## src/rtl/uart64_loopback.sv

```systemverilog
`timescale 1ns/1ps
// uart64_loopback
//   Sends a 64-bit word as eight back-to-back 8N1 UART frames over an internal
//   serial line and reassembles the received bytes into a 64-bit output word.
//
// Ports:
//   clk          system clock, rising edge
//   rst_n        asynchronous reset, ACTIVE HIGH (the name is historical)
//   manual_start level-sensitive send enable; a word is captured whenever the
//                sequencer is idle and this is high
//   data_in_64   word to send, sampled only at the capture edge
//   data_out_64  last completely received word (never a partial word)
//
// Internal byte handshake (sequencer -> transmitter):
//   tx_valid/tx_byte are held stable by the sequencer until accepted. A byte
//   transfers on a clock edge where tx_valid && tx_ready. tx_ready is high when
//   the transmitter is idle or in the last clock of a stop bit, which lets the
//   next frame start immediately with no idle gap.
module uart64_loopback #(
  parameter int CLK_FREQ     = 50_000_000,
  parameter int BAUD         = 115200,
  parameter int CLKS_PER_BIT = CLK_FREQ / BAUD
) (
  input  logic        clk,
  input  logic        rst_n,
  input  logic        manual_start,
  input  logic [63:0] data_in_64,
  output logic [63:0] data_out_64
);

  localparam int CNT_W = (CLKS_PER_BIT > 1) ? $clog2(CLKS_PER_BIT) : 1;
  localparam logic [CNT_W-1:0] BIT_LAST  = CNT_W'(CLKS_PER_BIT - 1);
  localparam logic [CNT_W-1:0] HALF_LAST = CNT_W'(CLKS_PER_BIT / 2 - 1);

  typedef enum logic [2:0] {
    SEQ_IDLE, SEQ_LOAD, SEQ_SEND_BYTE, SEQ_WAIT_BYTE, SEQ_DONE
  } seq_state_t;
  typedef enum logic [1:0] {TX_IDLE, TX_START, TX_DATA, TX_STOP} tx_state_t;
  typedef enum logic [1:0] {RX_IDLE, RX_START, RX_DATA, RX_STOP} rx_state_t;

  // ---------------- TX sequencer ----------------
  seq_state_t  seq_state;
  logic [63:0] shadow;
  logic [7:0]  tx_byte;
  logic        tx_valid;
  logic [2:0]  byte_cnt;
  logic        byte_last;   // set once the 8th byte has been handed over

  // ---------------- UART TX ----------------
  tx_state_t        tx_state;
  logic [CNT_W-1:0] tx_cnt;
  logic [2:0]       tx_bit;
  logic [7:0]       tx_shreg;
  logic             tx_line;
  logic             tx_ready;

  // ---------------- UART RX ----------------
  logic             rx_meta, rx_sync, rx_prev;
  rx_state_t        rx_state;
  logic [CNT_W-1:0] rx_cnt;
  logic [2:0]       rx_bit;
  logic [7:0]       rx_shreg;
  logic             rx_byte_valid;
  logic             rx_frame_err;

  // ---------------- RX assembler ----------------
  logic [2:0]  asm_cnt;
  logic [55:0] asm_sr;      // first seven bytes; the eighth comes straight from rx_shreg

  assign tx_ready = (tx_state == TX_IDLE) || ((tx_state == TX_STOP) && (tx_cnt == BIT_LAST));

  always_ff @(posedge clk or posedge rst_n) begin
    if (rst_n) begin
      seq_state <= SEQ_IDLE;
      shadow    <= '0;
      tx_byte   <= '0;
      tx_valid  <= 1'b0;
      byte_cnt  <= '0;
      byte_last <= 1'b0;
    end else begin
      case (seq_state)
        SEQ_IDLE: begin
          if (manual_start) begin
            shadow    <= data_in_64;
            seq_state <= SEQ_LOAD;
          end
        end
        SEQ_LOAD: begin
          tx_byte   <= shadow[7:0];
          tx_valid  <= 1'b1;
          byte_cnt  <= '0;
          byte_last <= 1'b0;
          seq_state <= SEQ_SEND_BYTE;
        end
        SEQ_SEND_BYTE: begin
          if (tx_ready) begin
            tx_valid <= 1'b0;
            if (byte_cnt == 3'd7) byte_last <= 1'b1;
            else                  byte_cnt  <= byte_cnt + 3'd1;
            seq_state <= SEQ_WAIT_BYTE;
          end
        end
        SEQ_WAIT_BYTE: begin
          if (byte_last) begin
            // Last frame is in flight; leave once its stop bit ends.
            if (tx_ready) seq_state <= SEQ_DONE;
          end else begin
            tx_byte   <= shadow[{byte_cnt, 3'b000} +: 8];
            tx_valid  <= 1'b1;
            seq_state <= SEQ_SEND_BYTE;
          end
        end
        SEQ_DONE:  seq_state <= SEQ_IDLE;
        default:   seq_state <= SEQ_IDLE;
      endcase
    end
  end

  always_ff @(posedge clk or posedge rst_n) begin
    if (rst_n) begin
      tx_state <= TX_IDLE;
      tx_cnt   <= '0;
      tx_bit   <= '0;
      tx_shreg <= '0;
      tx_line  <= 1'b1;
    end else begin
      case (tx_state)
        TX_IDLE: begin
          tx_cnt <= '0;
          if (tx_valid) begin
            tx_shreg <= tx_byte;
            tx_line  <= 1'b0;
            tx_state <= TX_START;
          end
        end
        TX_START: begin
          if (tx_cnt == BIT_LAST) begin
            tx_cnt   <= '0;
            tx_bit   <= '0;
            tx_line  <= tx_shreg[0];
            tx_state <= TX_DATA;
          end else tx_cnt <= tx_cnt + 1'b1;
        end
        TX_DATA: begin
          if (tx_cnt == BIT_LAST) begin
            tx_cnt <= '0;
            if (tx_bit == 3'd7) begin
              tx_line  <= 1'b1;
              tx_state <= TX_STOP;
            end else begin
              tx_bit   <= tx_bit + 3'd1;
              tx_line  <= tx_shreg[1];
              tx_shreg <= {1'b0, tx_shreg[7:1]};
            end
          end else tx_cnt <= tx_cnt + 1'b1;
        end
        TX_STOP: begin
          if (tx_cnt == BIT_LAST) begin
            tx_cnt <= '0;
            if (tx_valid) begin
              // Chain the next frame directly onto this stop bit.
              tx_shreg <= tx_byte;
              tx_line  <= 1'b0;
              tx_state <= TX_START;
            end else tx_state <= TX_IDLE;
          end else tx_cnt <= tx_cnt + 1'b1;
        end
        default: tx_state <= TX_IDLE;
      endcase
    end
  end

  always_ff @(posedge clk or posedge rst_n) begin
    if (rst_n) begin
      rx_meta       <= 1'b1;
      rx_sync       <= 1'b1;
      rx_prev       <= 1'b1;
      rx_state      <= RX_IDLE;
      rx_cnt        <= '0;
      rx_bit        <= '0;
      rx_shreg      <= '0;
      rx_byte_valid <= 1'b0;
      rx_frame_err  <= 1'b0;
    end else begin
      rx_meta       <= tx_line;
      rx_sync       <= rx_meta;
      rx_prev       <= rx_sync;
      rx_byte_valid <= 1'b0;
      rx_frame_err  <= 1'b0;
      case (rx_state)
        RX_IDLE: begin
          rx_cnt <= '0;
          if (!rx_sync && rx_prev) rx_state <= RX_START;
        end
        RX_START: begin
          // Re-check at mid start bit; a high level here means a glitch.
          if (rx_cnt == HALF_LAST) begin
            rx_cnt <= '0;
            rx_bit <= '0;
            rx_state <= rx_sync ? RX_IDLE : RX_DATA;
          end else rx_cnt <= rx_cnt + 1'b1;
        end
        RX_DATA: begin
          if (rx_cnt == BIT_LAST) begin
            rx_cnt   <= '0;
            rx_shreg <= {rx_sync, rx_shreg[7:1]};
            if (rx_bit == 3'd7) rx_state <= RX_STOP;
            else                rx_bit   <= rx_bit + 3'd1;
          end else rx_cnt <= rx_cnt + 1'b1;
        end
        RX_STOP: begin
          if (rx_cnt == BIT_LAST) begin
            rx_cnt   <= '0;
            rx_state <= RX_IDLE;
            if (rx_sync) rx_byte_valid <= 1'b1;
            else         rx_frame_err  <= 1'b1;
          end else rx_cnt <= rx_cnt + 1'b1;
        end
        default: rx_state <= RX_IDLE;
      endcase
    end
  end

  // Byte k lands in [8k+7:8k]; the output is written only with a full word.
  always_ff @(posedge clk or posedge rst_n) begin
    if (rst_n) begin
      asm_cnt     <= '0;
      asm_sr      <= '0;
      data_out_64 <= '0;
    end else if (rx_frame_err) begin
      asm_cnt <= '0;
    end else if (rx_byte_valid) begin
      if (asm_cnt == 3'd7) begin
        data_out_64 <= {rx_shreg, asm_sr};
        asm_cnt     <= '0;
      end else begin
        asm_sr  <= {rx_shreg, asm_sr[55:8]};
        asm_cnt <= asm_cnt + 3'd1;
      end
    end
  end

endmodule

```

## config.mk

```make
export PLATFORM = sky130hd
export DESIGN_NAME = uart64_loopback
export DESIGN_NICKNAME = d
export VERILOG_FILES = /design/src/rtl/uart64_loopback.sv
export SDC_FILE = /design/constraint.sdc
export NUM_CORES = 1
export LEC_CHECK = 0
export CAP_MARGIN = 40
export CORE_ASPECT_RATIO = 1.1
export CORE_MARGIN = 2
export CORE_UTILIZATION = 60
export DETAILED_ROUTE_END_ITERATION = 6
export GPL_ROUTABILITY_DRIVEN = 0
export PLACE_DENSITY = 0.94
export SYNTH_ARGS = -nofsm -noshare
export SYNTH_HDL_FRONTEND = slang
export SYNTH_SLANG_ARGS = --single-unit
```

## constraint.sdc

```tcl
create_clock -name clk -period 11.7 [get_ports clk]
set_input_delay 1.17 -clock clk [delete_from_list [all_inputs] [get_ports clk]]
set_output_delay 1.17 -clock clk [all_outputs]
set_load 0.005 [all_outputs]
```

* Word-level counts from Yosys, hierarchy flattened
Index checks and enable logic that the tools add are counted.
** Word-level totals
- Register bits :: 253
- Latch bits :: 0
- RAM bits :: 0
- Bits in read-only memories :: 0
- Logic and storage cells :: 160
- Memories kept :: 0
** Operators by class
- $add $sub $neg :: 6
- Multiply operators :: 0
- Div/mod/pow operators :: 0
- Order comparisons :: 0
- Equal/unequal tests :: 34
- Shifts and indexed selects :: 1
- Multiplexer cells :: 63
- Bitwise gates (word level) :: 2
- Reductions and logical operators :: 31
** Operators by type and width (number)
- $shiftx A64 B7 Y8 :: 1
- $mux W3 :: 15
- $mux W8 :: 5
- $ne A2 B2 Y1 const B :: 16
- $mux W9 :: 3
- $pmux W9 S3 :: 1
- $pmux W8 S3 :: 1
- $mux W2 :: 11
- $reduce_and A3 Y1 :: 7
- $add A9 B1 Y9 const B :: 2
- $eq A9 B9 Y1 const B :: 2
- $pmux W3 S2 :: 3
- $pmux W9 S2 :: 1
- $mux W1 :: 16
- $pmux W2 S4 :: 2
- $pmux W8 S2 :: 1
- $add A3 B1 Y3 const B :: 4
- $eq A3 B3 Y1 const B :: 4
- $pmux W3 S4 :: 1
- $reduce_and A4 Y1 :: 3
- $reduce_and A5 Y1 :: 2
- $reduce_bool A2 Y1 :: 5
- $eq A9 B8 Y1 const B :: 1
- $eq A2 B2 Y1 const B :: 4
- 18 further kinds :: 26

* Depth between registers and ports, before layout
Gate-level depths: netlist of the first run.
- Depth after elaboration :: 6
- Depth in mapped cells :: 7
- Depth with buffers taken out :: 6

* Worst setup path before layout of the first run
OpenSTA, ideal clock, no wires.
- Path type :: in2reg
- From :: input manual_start
- To :: register shadow[0]
- Library setup time :: 125 ps
- Data arrival time :: 2126 ps
- Slack :: 9450 ps
- Cell stages on the path :: 4
- Cell sequence :: nor4b_1 buf_2 buf_2 mux2_2
** On the way
- Longest elaborated chain between the ends :: 1
** RTL lines
- start, declared :: RTL line 26 : input logic manual_start,
- $reduce_and A2 Y1 (no line)
- end signal, assigned :: RTL line 84 : shadow <= data_in_64;
- end, declared :: RTL line 43 : logic [63:0] shadow;
Every way passes these cells.
A chain may end at the register's enable or synchronous reset.

* Final worst setup path of the first run
- From :: register data_out_64[18]
- To :: output data_out_64[18]
** RTL lines
- start, declared :: RTL line 28 : output logic [63:0] data_out_64
- start signal, assigned :: RTL line 234 : data_out_64 <= {rx_shreg, asm_sr};
No word-level cell between the ends.

==> results.md, run 1 <==
Critical path:
- The category of the critical setup timing path is reg -> out.
- The setup check on the worst reg-to-reg path leaves a slack of 9.30 ns.
- Traced cell by cell, the critical path runs through clkdlybuf4s50_1.
- The worst-case reg-to-reg path depth is 5.
- At the worst endpoint, the arrival time is 1.42 ns.
- The delay of the slowest cell on the worst path is 0.52 ns.
- The terminus of the critical flop-to-flop path is tx_shreg[6].
- The sort of element at the start of the critical path is a register.
- The number of buffers and inverters on the critical path is 1.
- Grouping stages by cell kind, the critical path spends the most delay in buffers and inverters.
- The data required time at the worst endpoint is 10.53 ns.
- The worst reg2reg path startpoint is tx_state[0].
- Of all nets on the critical path, the largest fanout is 2.
- The slowest library cell on the worst path is sky130_fd_sc_hd__clkdlybuf4s50_1.
- The type of element capturing the critical path is a primary output.

Global route:
- For this run, the total global-route usage over all layers was measured as 0.233.
- The number of global-route vias before repair is 6,762.
- The total grt overflow is 0.
- The met1 track utilization from global routing is 0.301.
- The first global-routing pass estimated 35.4 mm of wire.
- For met2 alone, demand over resource in global routing was 0.412.
- Entering global routing, the biggest net connects 101 pins.
- The met3 global-route usage is 0.0347.
- The peak-usage layer in the global routing report is met2.
- The initial antenna violation count came to 0.

Finish:
- The total inserted antenna cells is 0.
- From synthesis to final layout, the design area changed by 22.5%.
- In the final design database the tool counted 944 nets.
- The most common cell after layout, fill and taps aside is sky130_fd_sc_hd__dfrtp_1.
- The layout cell share with drive strength beyond 1 is 0.336.
- In the layout the commonest cells are 249 x sky130_fd_sc_hd__dfrtp_1, 204 x sky130_fd_sc_hd__mux2_2, 130 x sky130_fd_sc_hd__clkdlybuf4s50_1.

Logic synthesis:
- In this run, synthesis produced a sequential element count of 253.
- The synthesized design contains 0 enable-type register cells.
- Averaged over all synthesized cells, the footprint is 14.7 um2.
- The complex-gate fraction of the synthesized area is 0.0378.
- The post-synthesis cell count is 727.
- The fraction of synthesis flops using an asynchronous set or reset pin is 1.00.
- The synthesized net count is 812.
- Among all flip-flop cells after synthesis, the most frequent one is sky130_fd_sc_hd__dfrtp_1.
- Summing every instance area after synthesis gives 10,700 um2.
- The share of synthesized area in the top cell type comes to 0.582.
- The mux contribution to synthesized area is 0.263.
- The post-synthesis share of cell area spent on xor and xnor gates is 0.0115.
- Ranked by total cell area, the synthesized netlist is headed by sky130_fd_sc_hd__dfrtp_1 58%, sky130_fd_sc_hd__mux2_2 21%, sky130_fd_sc_hd__mux4_2 3.4%.
- The total of warnings raised by yosys is 0.
- The share of the Yosys chip area taken by registers is 0.592.
- The post-synthesis adder-cell area fraction is 0.0211.
- Of the total synthesized cell area, the portion taken by AND, OR, NAND and NOR gates is 0.0538.
- The dominant combinational cell family by area after synthesis is multiplexers.
- The number of different library cells used by synthesis comes to 53.
- The synthesized design spends more area on one cell type than any other, namely sky130_fd_sc_hd__dfrtp_1.

Clocking:
- The insertion delay to the later sink of the worst-skew pair is 0.51 ns.
- No sink is reached through more buffers than the 3 on the longest clock path.
- TritonCTS built the clock tree.
- Buffers inserted to repair hold after CTS numbered 0.
- After clock tree synthesis, the clock-pin slew on the worst setup and hold paths is 0.07 ns.
- The tree is rooted in a sky130_fd_sc_hd__clkbuf_16.
- The number of setup buffers added after CTS is 0.
- The number of clock buffers added by TritonCTS is 24.
- The number of clock sinks is 253.
- The count of H-tree levels built during CTS is 1.
- Post-CTS repair changed the size of 0 cells.

Run status:
- The flow ran to the end, and the final reports show no timing, DRC or antenna violations.

Min path:
- The number of cells traversed by the worst hold path is 0.
- The worst hold path startpoint is rx_meta.
- The worst hold path belongs to the class reg -> reg.
- The worst min-delay path endpoint is rx_sync.

Die:
- In this run the count of I/O pins placed on the die edge is 131.
- The initialized floorplan defines 51 standard-cell rows.
- The initial core utilization is 0.607.
- The y dimension of the die is 144 um.
- After floorplanning, the core was sized to cover 17,600 um2.
- The area of the die is 18,900 um2.
- The die width is 131 um.

STA:
- The transition time at the pin with the least slew margin is 0.839 ns.
- Setup repair after global routing left no endpoint under its margin.
- The clock tree skew after final layout is 0.00976 ns.
- The ratio of final minimum period to clock period is 0.222.
- The setup TNS after final layout is 0 ns.
- The final setup violation count is 0.
- Derived from the worst setup path, the maximum achievable clock frequency is 0.386 GHz.
- The worst slew margin relative to its limit is 0.436.
- The hold violation total from the final report is 0.
- The number of pins exceeding their max-slew limit in the final report is 0.
- The shortest period the worst path allows is 2.59 ns.

Drt:
- The number of optimization iterations in the first detailed-route pass is 6.
- The count of vias placed by the detailed router is 6,349.
- The final routed DRC violation total is 0.
- After detailed routing, the number of vias per cell comes to 5.70.
- In the final routed layout, each cell accounts on average for 19.6 um.
- The final antenna-violating net count is 0.
- The detailed router finished its first iteration with 247 violations.
- Summed over all layers, the routed wires come to 21.8 mm.

Placed design:
- The placed wire-length estimate after detailed placement is 14.1 mm.
- The count of buffers from port buffering is 130.

Power and ir drop:
- The reported leakage power is 6.14 nW.
- In this run the power density over the cells is 135 nW/um2.
- The worst-case IR drop observed on VDD is 0.000117 V.
- Overall power consumption after layout is estimated at 1.78 mW.

Job:
- The reported max-cap violation count is 0.
how the worst max path moves through the flow:
stage,cells after the start,to,slack [ns],startpoint
floorplan,1,async pin,3.58,rst_n
global placement,3,asm_sr[24],8.47,rst_n
detailed placement,4,shadow[16],8.65,manual_start
CTS,1,data_out_64[50],9.10,data_out_64[50]
global route,4,rx_prev,9.01,rst_n
finish,1,data_out_64[18],9.11,data_out_64[18]
sequential cells by signal, summed over array words and instances, names as in the netlist, 2 cells and up, named ones only:
| signal | flops |
|---|---|
| tx_bit | 3 |
| tx_shreg | 8 |
| rx_bit | 3 |
| data_out_64 | 64 |
| asm_sr | 56 |
| byte_cnt | 3 |
| seq_state | 3 |
| asm_cnt | 3 |
| tx_state | 2 |
| rx_shreg | 8 |
| rx_cnt | 9 |
| tx_cnt | 9 |
| shadow | 64 |
| tx_byte | 8 |
final cells by class:
cell class | instances | area, um2
sequential | 253 | 6340
multi-input combinational | 426 | 4160
tap | 238 | 298
inverter | 15 | 63.8
clock buffer | 32 | 682
clock inverter | 10 | 158
timing repair buffer | 139 | 1410
fill | 1063 | 4500
power by group:
group | switching (mW) | total, mW | internal, mW
Combinational | 0.0268 | 0.0639 | 0.0372
Sequential | 0.00857 | 0.898 | 0.889
Clock | 0.316 | 0.814 | 0.498
Total | 0.352 | 1.78 | 1.42
layer usage:
metal | up-vias | routed length [um]
met5 | - | 0
met2 | 198 | 11300
li1 | 2884 | -
met4 | 0 | 507
met3 | 37 | 1010
met1 | 3230 | 9010
Yosys cell counts, types with 2 or more instances:
library cell	count
sky130_fd_sc_hd__nand4bb_1	2
sky130_fd_sc_hd__nand3b_1	3
sky130_fd_sc_hd__a22oi_1	8
sky130_fd_sc_hd__buf_2	24
sky130_fd_sc_hd__dfstp_2	4
sky130_fd_sc_hd__mux2_2	204
sky130_fd_sc_hd__nand4_1	3
sky130_fd_sc_hd__mux4_2	16
sky130_fd_sc_hd__or2_2	2
sky130_fd_sc_hd__a21oi_1	5
sky130_fd_sc_hd__and3_1	4
sky130_fd_sc_hd__o31ai_1	2
sky130_fd_sc_hd__inv_1	15
sky130_fd_sc_hd__nor2b_1	2
sky130_fd_sc_hd__xnor2_1	9
sky130_fd_sc_hd__o21ai_0	15
sky130_fd_sc_hd__ha_1	18
sky130_fd_sc_hd__mux2_4	8
sky130_fd_sc_hd__nor4_2	2
sky130_fd_sc_hd__nand2b_1	5
sky130_fd_sc_hd__mux2i_1	4
sky130_fd_sc_hd__nor3b_1	2
sky130_fd_sc_hd__nand3_1	11
sky130_fd_sc_hd__a21boi_0	9
sky130_fd_sc_hd__a22o_1	5
sky130_fd_sc_hd__clkbuf_1	8
sky130_fd_sc_hd__dfrtp_1	249
sky130_fd_sc_hd__nor3_1	7
sky130_fd_sc_hd__a211oi_2	2
sky130_fd_sc_hd__nand4b_1	2
sky130_fd_sc_hd__xor2_1	5
sky130_fd_sc_hd__nor2_1	40
sky130_fd_sc_hd__nand2_1	12
cells by family after synthesis:
kind of cell	count (synthesis)
compound gates	56
buf+inv	48
simple gates	106
fa+ha+maj	18
flops	253
mux	232
xor+xnor	14
stage by stage:
step / util / hold slack, ns / instance area, um2 / setup slack [ns] / std cells
floorplan: - / 0.345 / 10700 / 3.58 / 727
global placement: 0.692 / 0.346 / 12200 / 8.47 / 1067
detailed placement: 0.697 / 0.347 / 12300 / 8.65 / 1071
CTS: 0.744 / 0.359 / 13100 / 9.10 / 1113
global route: 0.744 / 0.359 / 13100 / 9.01 / 1113
finish: 0.744 / 0.362 / 13100 / 9.11 / 1113
(Power assumes the default switching activity.)
==> run 2, diff against run 1 <==
--- a/config.mk
+++ b/config.mk
@@ -8,10 +8,10 @@
 export CAP_MARGIN = 40
 export CORE_ASPECT_RATIO = 1.1
 export CORE_MARGIN = 2
-export CORE_UTILIZATION = 60
+export CORE_UTILIZATION = 56
 export DETAILED_ROUTE_END_ITERATION = 6
 export GPL_ROUTABILITY_DRIVEN = 0
-export PLACE_DENSITY = 0.94
+export PLACE_DENSITY = 0.89
 export SYNTH_ARGS = -nofsm -noshare
 export SYNTH_HDL_FRONTEND = slang
 export SYNTH_SLANG_ARGS = --single-unit
==> constraint.sdc (replaced) <==
create_clock -name clk -period 2.6 [get_ports clk]
set_input_delay 0.26 -clock clk [delete_from_list [all_inputs] [get_ports clk]]
set_output_delay 0.26 -clock clk [all_outputs]
set_load 0.005 [all_outputs]
==> run 2 against run 1 <==
  * Core utilization down 5.0 points
  * Flip-flop and latch count is the same
  * Count of clock-buffer cells in the layout rose by 2
  * Final cell count grew 1.1%
  * Hold slack lost 0.086 ns
  * Setup slack got worse by 8.7 ns
  * Final area up 0.13%
  * Register-to-register slack got worse by 8.9 ns
  * Critical path type is now reg -> reg
  * Die area increased by 6.9%
  * Clock skew increased by 0.0086 ns
  * First-iteration DRC count grew 26%
  * Clock power grew to 4.4 times the previous value
==> results.md, run 2 (synthesized netlist as in run 1, its figures left out) <==
Finish:
- The filler-free cell count of the finished design is 1,125 (was 1,113).
- The layout cell share with drive strength beyond 1 was 0.336 (about the same).
- Largest regs: data_out_64: 64 flops, shadow: 64 flops, asm_sr: 56 flops (unchanged).
- The area taken by flip-flops and latches is 6340 um2 (unchanged).
- The utilization after layout came to 0.694 (was 0.744).
- The area growth from synthesis to layout is 22.7% (was 22.5%).
- The count of nets after finishing was 946 (was 944).
- The count of filler cells inserted in the layout is 1,286 (was 1,063).
- The most common cell after layout, fill and taps aside is sky130_fd_sc_hd__dfrtp_1 (unchanged).
- The combined area of the multi-input logic cells is 4160 um2 (unchanged).
- Commonest non-fill, non-tap cells in the layout: 249 x sky130_fd_sc_hd__dfrtp_1, 204 x sky130_fd_sc_hd__mux2_2, 130 x sky130_fd_sc_hd__clkdlybuf4s50_1 (unchanged).
- The total inserted antenna cells is 0 (unchanged).
- The summed area of non-filler cells in the final layout was 13,100 um2 (about the same).

STA:
- The transition time at the pin with the least slew margin came to 0.828 ns (was 0.839 ns).
- The hold violation total from the final report is 0 (unchanged).
- The highest clock frequency the design can meet is 0.455 GHz.
- The worst setup slack after layout is 0.404 ns (was 9.11 ns).
- The worst slew margin relative to its limit came to 0.444 (was 0.436).
- The final hold slack was 0.275 ns (was 0.362 ns).
- The clock tree skew after final layout is 0.0184 ns (was 0.00976 ns).
- The final setup violation count is 0 (unchanged).
- Of the available clock period, the critical path in the final layout requires 0.844.
- Subtracting the final worst setup slack from the clock period gives 2.20 ns.
- The setup TNS after final layout is 0 ns (unchanged).
- Unrepaired setup endpoints after global routing: no (unchanged).
- The number of pins exceeding their max-slew limit in the final report is 0 (unchanged).

Drt:
- The final antenna-violating net count is 0 (unchanged).
- The number of optimization iterations in the first detailed-route pass was 4 (was 6).
- The count of vias placed by the detailed router is 6,264 (was 6,349).
- The average wire per cell in the routed design is 17.7 um (was 19.6 um).
- The first-iteration detailed-routing DRC count is 311 (was 247).
- The via-per-instance ratio is 5.57 (was 5.70).
- The wire length after detailed routing was 19.9 mm (was 21.8 mm).
- The final routed DRC violation total is 0 (unchanged).

Min path:
- The kind of path behind the tightest hold check is in -> async (was reg -> reg).

Placed design:
- The count of buffers from port buffering was 130 (unchanged).
- The number of cells after detailed placement is 1,081 (was 1,071).
- The placement-stage cell area came to 12,300 um2 (about the same).
- The post-placement worst setup slack is 0.422 ns (was 8.65 ns).
- The placed wire-length estimate after detailed placement is 13.1 mm (was 14.1 mm).

Critical path:
- The type of element capturing the critical path was a register (was primary output).
- The largest fanout of any net on the critical path was 10 (was 2).
- The data required time at the worst endpoint came to 3.00 ns (was 10.53 ns).
- The logic depth of the worst path, buffers included is 5 (was 1).
- Chain of cells forming the critical path: inv_1 -> ha_1 -> or2_2 -> a221o_1 -> mux2_4 (was clkdlybuf4s50_1).
- The delay of the slowest cell on the worst path was 0.50 ns (was 0.52 ns).
- The arrival time at the worst endpoint was 2.60 ns (was 1.42 ns).
- The endpoint of the most critical setup path is tx_shreg[2] (was data_out_64[18]).
- The worst setup path startpoint is tx_state[0] (was data_out_64[18]).
- The sort of element at the start of the critical path is a register (unchanged).
- The category of the critical setup timing path is reg -> reg (was reg -> out).
- The largest delay contributor family on the critical path is compound AO/OA/AOI/OAI gates (was buffers and inverters).
- The worst reg2reg path startpoint was tx_state[0] (unchanged).
- The slowest library cell on the worst path is sky130_fd_sc_hd__a221o_1 (was sky130_fd_sc_hd__clkdlybuf4s50_1).
- The terminus of the critical flop-to-flop path is tx_shreg[2] (was tx_shreg[6]).
- The number of buffers and inverters on the critical path is 1 (unchanged).
- The worst-case reg-to-reg path depth came to 5 (unchanged).
- The reg-to-reg setup timing slack is 0.40 ns (was 9.30 ns).

Run status:
- Status: finished clean (unchanged).

Die:
- The count of pins on the block boundary is 131 (unchanged).
- The initial core utilization is 0.566 (was 0.607).
- The area of the core is 18,900 um2 (was 17,600 um2).
- The die width is 136 um (was 131 um).
- The number of placement rows was 53 (was 51).
- The area of the die came to 20,200 um2 (was 18,900 um2).
- The y dimension of the die is 149 um (was 144 um).

Clocking:
- The post-cts gate resize count was 0 (unchanged).
- The insertion delay to the later sink of the worst-skew pair is 0.52 ns (was 0.51 ns).
- The CTS clock-pin slew for the worst setup and hold paths is 0.06 ns (was 0.07 ns).
- The number of buffers created by CTS is 25 (was 24).
- The number of buffers between clock root and the deepest sink came to 3 (unchanged).
- The number of clock sinks is 253 (unchanged).
- The buffer cell driving the clock tree root is sky130_fd_sc_hd__clkbuf_16 (unchanged).
- The post-cts hold buffer count is 0 (unchanged).
- The clock tree from TritonCTS is built (unchanged).
- The count of H-tree levels built during CTS is 1 (unchanged).
- The count of buffers added by post-CTS timing repair for setup is 0 (unchanged).

Power and ir drop:
- The post-layout total power is 7.93 mW (was 1.78 mW).
- The power per standard cell area is 604 nW/um2 (was 135 nW/um2).
- The reported leakage power came to 6.13 nW (was 6.14 nW).
- The peak supply drop is 0.000483 V (was 0.000117 V).

Job:
- The reported max-cap violation count is 0 (unchanged).

Global route:
- The number of global-route vias before repair is 6,528 (was 6,762).
- The wire length of the first global-routing pass is 33.2 mm (was 35.4 mm).
- The pin count of the biggest net entering global routing is 119 (was 101).
- The total grt overflow is 0 (unchanged).
- The initial antenna violation count was 0 (unchanged).
- The global-route usage over all layers came to 0.204 (was 0.233).
## run 2: cell types whose count changed in the layout (fill, tap and decap cells not counted), sizes merged
cell      before  now
inv           16   15
clkinvlp       0    2
clkbuf        32   34
buf            9   10
bufinv         4    3
## run 2: per-layer routing
layer  GRT usage  vias up  wire, um
met4      0.0630        0       524
li1            -     2883         -
met2       0.339      155     10000
met3      0.0384       41       928
met1       0.273     3185      8430
met5           0        -         0
## run 2: worst min-delay path, cell delays in order
cell                              delay [ns]
sky130_fd_sc_hd__clkdlybuf4s50_1        0.45
sky130_fd_sc_hd__clkinvlp_4             0.14
sky130_fd_sc_hd__buf_12                 0.39
## run 2: where the power goes
part | internal (mW) | switching [mW]
sequential | 4.00 | 0.0368
clock | 2.16 | 1.45
combinational | 0.166 | 0.117
## run 2: area by class of cell
cell class / count / share of cell area
clock buffers: 34 / 0.0525
flip-flops and latches: 253 / 0.483
clock inverters: 10 / 0.0103
repair buffers: 140 / 0.110
inverters: 15 / 0.00458
well taps: 247 / 0.0235
multi-input cells: 426 / 0.317
## run 2: worst min-delay path by stage
stage	endpoint	slack, ns	depth (start not counted)
CTS	shadow[29]	0.29	3
global placement	rx_sync	0.35	0
finish	shadow[20]	0.28	3
global route	shadow[22]	0.33	3
detailed placement	rx_sync	0.35	0
floorplan	rx_sync	0.35	0
